--- src/rtl/end_part_pkg.sv ---
// Shared types and widths for the end-part write path.
// Widths here must match the packed per-engine request buses.
package end_part_pkg;

  localparam int STRIP_ID_W = 4;
  localparam int WIDTH_W    = 8;
  localparam int STRIKE_W   = 4;
  localparam int GRANT_W    = 3;
  localparam int LOCK_W     = 3;

  localparam logic [WIDTH_W-1:0] STRIP_WIDTH = 8'd128;

  typedef logic [STRIP_ID_W-1:0] strip_id_t;
  typedef logic [WIDTH_W-1:0]    occ_width_t;
  typedef logic [STRIKE_W-1:0]   strike_cnt_t;

  typedef struct packed {
    logic        strike_flag;
    strip_id_t   strip_id;
    occ_width_t  old_width;
    occ_width_t  new_width;
    strike_cnt_t strike_cnt;
  } place_result_t;

endpackage

--- src/rtl/end_part_write_scheduler_rr_arbiter.sv ---
// Round-robin picker: first eligible requester at or after ptr, wrapping.
// Latency: purely combinational, zero cycles.
// Backpressure: none of its own; an ineligible requester is simply skipped.
module rr_arbiter #(
  parameter int N     = 4,
  parameter int IDX_W = $clog2(N)
) (
  input  logic [N-1:0]     elig,
  input  logic [IDX_W-1:0] ptr,
  output logic [N-1:0]     grant,
  output logic [IDX_W-1:0] grant_idx,
  output logic             grant_vld
);

  logic [IDX_W:0]   sum;
  logic [IDX_W-1:0] idx;

  always_comb begin
    grant     = '0;
    grant_idx = '0;
    grant_vld = 1'b0;
    sum       = '0;
    idx       = '0;
    for (int k = 0; k < N; k++) begin
      sum = {1'b0, ptr} + (IDX_W+1)'(k);
      if (sum >= (IDX_W+1)'(N)) begin
        sum = sum - (IDX_W+1)'(N);
      end
      idx = sum[IDX_W-1:0];
      if (!grant_vld && elig[idx]) begin
        grant[idx] = 1'b1;
        grant_idx  = idx;
        grant_vld  = 1'b1;
      end
    end
  end

endmodule

--- src/rtl/end_part_write_scheduler.sv ---
// Shares the end-part write port between NUM_REQ engines; round-robin with per-strip hazard gap (END_PART_WIDTH_CHECK_EN adds width check).
// Latency: accepted fields appear on the write outputs one cycle after the handshake.
// Backpressure: req_ready is low while disabled, while the strip is locked, or while another engine holds the grant.
module end_part_write_scheduler
  import end_part_pkg::*;
#(
  parameter int NUM_REQ       = 4,
  parameter int NUM_STRIPS    = 16,
  parameter int HAZARD_CYCLES = 3
) (
  input  logic                          clk,
  input  logic                          rst,
  input  logic                          sched_en,
  input  logic [NUM_REQ-1:0]            req_valid,
  output logic [NUM_REQ-1:0]            req_ready,
  input  logic [NUM_REQ-1:0]            req_strike_flag,
  input  logic [STRIP_ID_W*NUM_REQ-1:0] req_strip_ID,
  input  logic [WIDTH_W*NUM_REQ-1:0]    req_old_width,
  input  logic [WIDTH_W*NUM_REQ-1:0]    req_new_width,
  input  logic [STRIKE_W*NUM_REQ-1:0]   req_strike_counter,
  output logic                          write_valid,
  output logic                          strike_flag_write,
  output logic [STRIP_ID_W-1:0]         strip_ID_write,
  output logic [WIDTH_W-1:0]            old_occupied_width_write,
  output logic [WIDTH_W-1:0]            new_occupied_width_write,
  output logic [STRIKE_W-1:0]           strike_counter_write,
  output logic [GRANT_W-1:0]            grant_id,
  output logic [15:0]                   grant_count,
  output logic                          err_flag
);

  localparam int IDX_W = $clog2(NUM_REQ);
  // The counter holds the number of cycles the strip is still blocked, so a
  // gap of 1 loads 0 and allows back-to-back grants to one strip.
  localparam logic [LOCK_W-1:0] LOCK_LOAD = LOCK_W'(HAZARD_CYCLES - 1);

  place_result_t        req_res [NUM_REQ];
  place_result_t        sel_res;
  place_result_t        out_q;
  logic [NUM_REQ-1:0]   elig;
  logic [NUM_REQ-1:0]   grant;
  logic [IDX_W-1:0]     gnt_idx;
  logic                 gnt_vld;
  logic                 accept;
  logic [IDX_W-1:0]     rr_ptr;
  logic [IDX_W-1:0]     rr_ptr_nxt;
  logic [LOCK_W-1:0]    lock_cnt [NUM_STRIPS];
  logic                 write_valid_q;
  logic [GRANT_W-1:0]   grant_id_q;
  logic [15:0]          grant_count_q;

  always_comb begin
    for (int i = 0; i < NUM_REQ; i++) begin
      req_res[i].strike_flag = req_strike_flag[i];
      req_res[i].strip_id    = req_strip_ID[STRIP_ID_W*i +: STRIP_ID_W];
      req_res[i].old_width   = req_old_width[WIDTH_W*i +: WIDTH_W];
      req_res[i].new_width   = req_new_width[WIDTH_W*i +: WIDTH_W];
      req_res[i].strike_cnt  = req_strike_counter[STRIKE_W*i +: STRIKE_W];
      elig[i] = req_valid[i] && sched_en && (lock_cnt[req_res[i].strip_id] == '0);
    end
  end

  rr_arbiter #(
    .N     (NUM_REQ),
    .IDX_W (IDX_W)
  ) u_rr_arbiter (
    .elig      (elig),
    .ptr       (rr_ptr),
    .grant     (grant),
    .grant_idx (gnt_idx),
    .grant_vld (gnt_vld)
  );

  assign req_ready  = grant;
  assign accept     = |(req_valid & grant);
  assign sel_res    = req_res[gnt_idx];
  assign rr_ptr_nxt = (gnt_idx == IDX_W'(NUM_REQ - 1)) ? '0 : gnt_idx + IDX_W'(1);

  always_ff @(posedge clk) begin
    if (rst) begin
      write_valid_q <= 1'b0;
      out_q         <= '0;
      grant_id_q    <= '0;
      grant_count_q <= '0;
      rr_ptr        <= '0;
    end else begin
      write_valid_q <= accept;
      if (accept) begin
        out_q         <= sel_res;
        grant_id_q    <= GRANT_W'(gnt_idx);
        grant_count_q <= grant_count_q + 16'd1;
        rr_ptr        <= rr_ptr_nxt;
      end
    end
  end

  // Reload on accept beats the per-cycle decrement for that strip.
  always_ff @(posedge clk) begin
    for (int s = 0; s < NUM_STRIPS; s++) begin
      if (rst) begin
        lock_cnt[s] <= '0;
      end else if (accept && (sel_res.strip_id == STRIP_ID_W'(s))) begin
        lock_cnt[s] <= LOCK_LOAD;
      end else if (lock_cnt[s] != '0) begin
        lock_cnt[s] <= lock_cnt[s] - LOCK_W'(1);
      end
    end
  end

`ifdef END_PART_WIDTH_CHECK_EN
  logic err_q;

  // Flag-only check: a shrinking or oversize width is still written through.
  always_ff @(posedge clk) begin
    if (rst) begin
      err_q <= 1'b0;
    end else if (accept && ((sel_res.new_width < sel_res.old_width) ||
                            (sel_res.new_width > STRIP_WIDTH))) begin
      err_q <= 1'b1;
    end
  end

  assign err_flag = err_q;
`else
  assign err_flag = 1'b0;
`endif

  assign write_valid              = write_valid_q;
  assign strike_flag_write        = out_q.strike_flag;
  assign strip_ID_write           = out_q.strip_id;
  assign old_occupied_width_write = out_q.old_width;
  assign new_occupied_width_write = out_q.new_width;
  assign strike_counter_write     = out_q.strike_cnt;
  assign grant_id                 = grant_id_q;
  assign grant_count              = grant_count_q;

endmodule

--- config.mk ---
export PLATFORM = sky130hd
export DESIGN_NAME = end_part_write_scheduler
export DESIGN_NICKNAME = d
export VERILOG_FILES = /design/src/rtl/end_part_pkg.sv /design/src/rtl/end_part_write_scheduler_rr_arbiter.sv /design/src/rtl/end_part_write_scheduler.sv
export SDC_FILE = /design/constraint.sdc
export NUM_CORES = 1
export LEC_CHECK = 0
export ABC_AREA = 0
export BUFFER_PORTS_ARGS = -buffer_cell sky130_fd_sc_hd__buf_2
export CAP_MARGIN = 10
export CORE_UTILIZATION = 59
export DETAILED_ROUTE_END_ITERATION = 7
export GPL_TIMING_DRIVEN = 0
export PLACE_DENSITY = 0.87
export SYNTH_ARGS = -nofsm -noshare
export SYNTH_HDL_FRONTEND = slang
export SYNTH_HIERARCHICAL = 1
export SYNTH_SLANG_ARGS = --single-unit
--- constraint.sdc ---
create_clock -name clk -period 9.5 [get_ports clk]
set_clock_uncertainty 0.05 [all_clocks]
set_input_delay 0 -clock clk [delete_from_list [all_inputs] [get_ports clk]]
set_output_delay 0 -clock clk [all_outputs]
set_load 0.01 [all_outputs]
==> metrics.yaml <==
floorplan:
  core_sq_mm: 0.0104
  dieHeight_um: 106
  rows: 37
  ioPinCount: 157
  start_util: 0.610
  die_x_um: 106
  die_area_sq_mm: 0.0111
worst_setup_path:
  slowest_stage: "nor3_1"
  critical_path_class: "reg -> reg"
  cp_cell_sequence: "nor3_1 > a2111oi_0 > or4_1 > o22ai_1 > mux4_1 > inv_1 > o311ai_0 > a32o_1 > clkbuf_1 > mux4_2 > a211o_4 > nor2_4 > nor2_1 > nand2_1"
  worst-path-stages: 14
  r2r_cells: 14
  critPathArrivalTime_ns: 5.57
  r2r_slack_ns: 3.97
  cp.required_ns: 9.54
  crit_path_start: "lock_cnt[9][0]"
  r2r_start: "lock_cnt[9][0]"
  end_kind: "register"
  max_stage_delay_ns: 0.71
  crit_family: "compound AO/OA/AOI/OAI gates"
  path_buf_inv: 2
  startpoint_type: "register"
  crit_fanout: 8
synth:
  ys_warn_count: 6
  syn_inst: 655
  synth_area_per_cell_sq_um: 9.66
  synth_area_sq_mm: 0.00633
cts:
  clk_latency_ns: 0.38
  numCtsBuffers: 9
  cts_root_buf: "clkbuf_8"
  cts_max_level: 3
  cts_resized: 0
  postCtsSetupBuffers: 0
  clock-sinks: 94
  clk_path_buf_depth: 2
  cts_hold_buffers: 0
  cts_tree: "yes"
  clkSlewWorstSetupHoldPaths_ns: 0.10
sta:
  period_share: 0.582
  worst_pin_slew_ns: 1.20
  max_freq_ghz: 0.181
  min_period_ns: 5.53
  hold_viol: 0
  relSlewSlack: 0.192
  drv_slew: 0
  final-setup-viol-count: 0
  rsz0062_at_grt: "false"
  setup_tns_ns: 0
global_routing:
  first_global_vias: 5842
  overflow: 0
  grt_max_degree: 16
  grt_pass1_wl_um: 28600
  antenna_found_initial: 2
  grtUsageTotal: 0.331
place:
  hpwl_um: 14100
  place_inst: 940
  port_buffers: 148
  place.gp.congestion: 0.864
  dpl-instance-area_sq_mm: 0.00724
drt:
  dr.pass1.iters: 6
  drt_iter0_drc: 506
  drc_errors: 0
  wl_per_cell_um: 19.2
  avgViaCountPerCell: 6.35
  ant_nets: 0
  totalWireLength_um: 18300
  vias: 6074
cells_and_area:
  post_layout_nonfiller_instances: 956
  area_growth_pct: 17.5
  drive_above_1_share: 0.268
  stdcell_area_sq_mm: 0.00743
  nNetsFinal: 961
  final_cell_mix: "buf_2 (154), nand2_1 (72), inv_1 (59)"
  n_antenna_cell: 0
  post-route-util: 0.717
  layout_commonest_cell: "buf_2"
power_and_ir_drop:
  switching_share: 0.434
  p_comb_frac: 0.538
  total_leakage_power_nw: 2.97
  p_int_mw: 1.20
  p_clk_frac: 0.125
  totalPowerFinal_mw: 2.12
  p_switching_mw: 0.920
  ir_drop_mv: 0.171
  p_seq_frac: 0.338
  power_density_mw_per_mm2: 285
worst_hold_path:
  hold_depth: 4
  min_path_type: "in -> reg"
  hp-start: "req_new_width[17]"
run_status:
  status: "complete, no violations"
run:
  drv_cap: 0
## layout make-up
type | count | area [sq um]
sequential | 94 | 2360
timing repair buffer | 148 | 741
tap | 136 | 170
clock inverter | 4 | 27.5
multi-input combinational | 464 | 3560
buffer | 39 | 184
fill | 762 | 2940
clock buffer | 12 | 166
inverter | 59 | 221
## path summary, 6_finish.rpt
| path | to |
|---|---|
| worst max-delay path | lock_cnt[4][2] |
| worst max register to register | lock_cnt[4][2] |
| worst min-delay path | new_occupied_width_write[1] |
| worst min register to register | old_occupied_width_write[4] |
## registers in the layout (all words and copies together) (netlist names)
| register | count |
|---|---|
| grant_count | 16 |
| lock_cnt | 48 |
| rr_ptr | 2 |
| write_valid | 1 |
| strike_counter_write | 4 |
| grant_id | 2 |
| new_occupied_width_write | 8 |
| strip_ID_write | 4 |
| strike_flag_write | 1 |
| old_occupied_width_write | 8 |
## worst min-delay path, delay by kind of cell
kind,cells,cell delay (ns)
multiplexers,1,0.21
AND/OR/NAND/NOR,1,0.05
buffers and inverters,1,0.07
AO/OA/AOI/OAI,1,0.12
## stage by stage
| stage | hold WS [ns] | setup slack [ns] |
|---|---|---|
| after floorplan | 0.254 | 5.19 |
| after global placement | 0.350 | 4.27 |
| after detailed placement | 0.349 | 4.17 |
| after CTS | 0.0467 | 4.14 |
| after global routing | 0.0658 | 3.72 |
| final | 0.0501 | 3.97 |
## power by group through the flow
stage | clock network [mW] | registers (mW) | logic, mW
global route | 0.280 | 0.732 | 1.24
detailed placement | 0 | 0.721 | 1.11
finish | 0.265 | 0.715 | 1.14
CTS | 0.263 | 0.711 | 1.12
global placement | 0 | 0.709 | 1.06
floorplan | 0 | 0.721 | 0.768
## routing by layer
layer  track usage  part of all wire  vias to the layer above
met1         0.427              0.40                     2903
met3        0.0674             0.083                       68
met2         0.547              0.49                      321
met5             0            0.0013                        -
li1              -                 -                     2778
met4         0.130             0.028                        4
No activity file was read; power rests on OpenSTA's default activity.
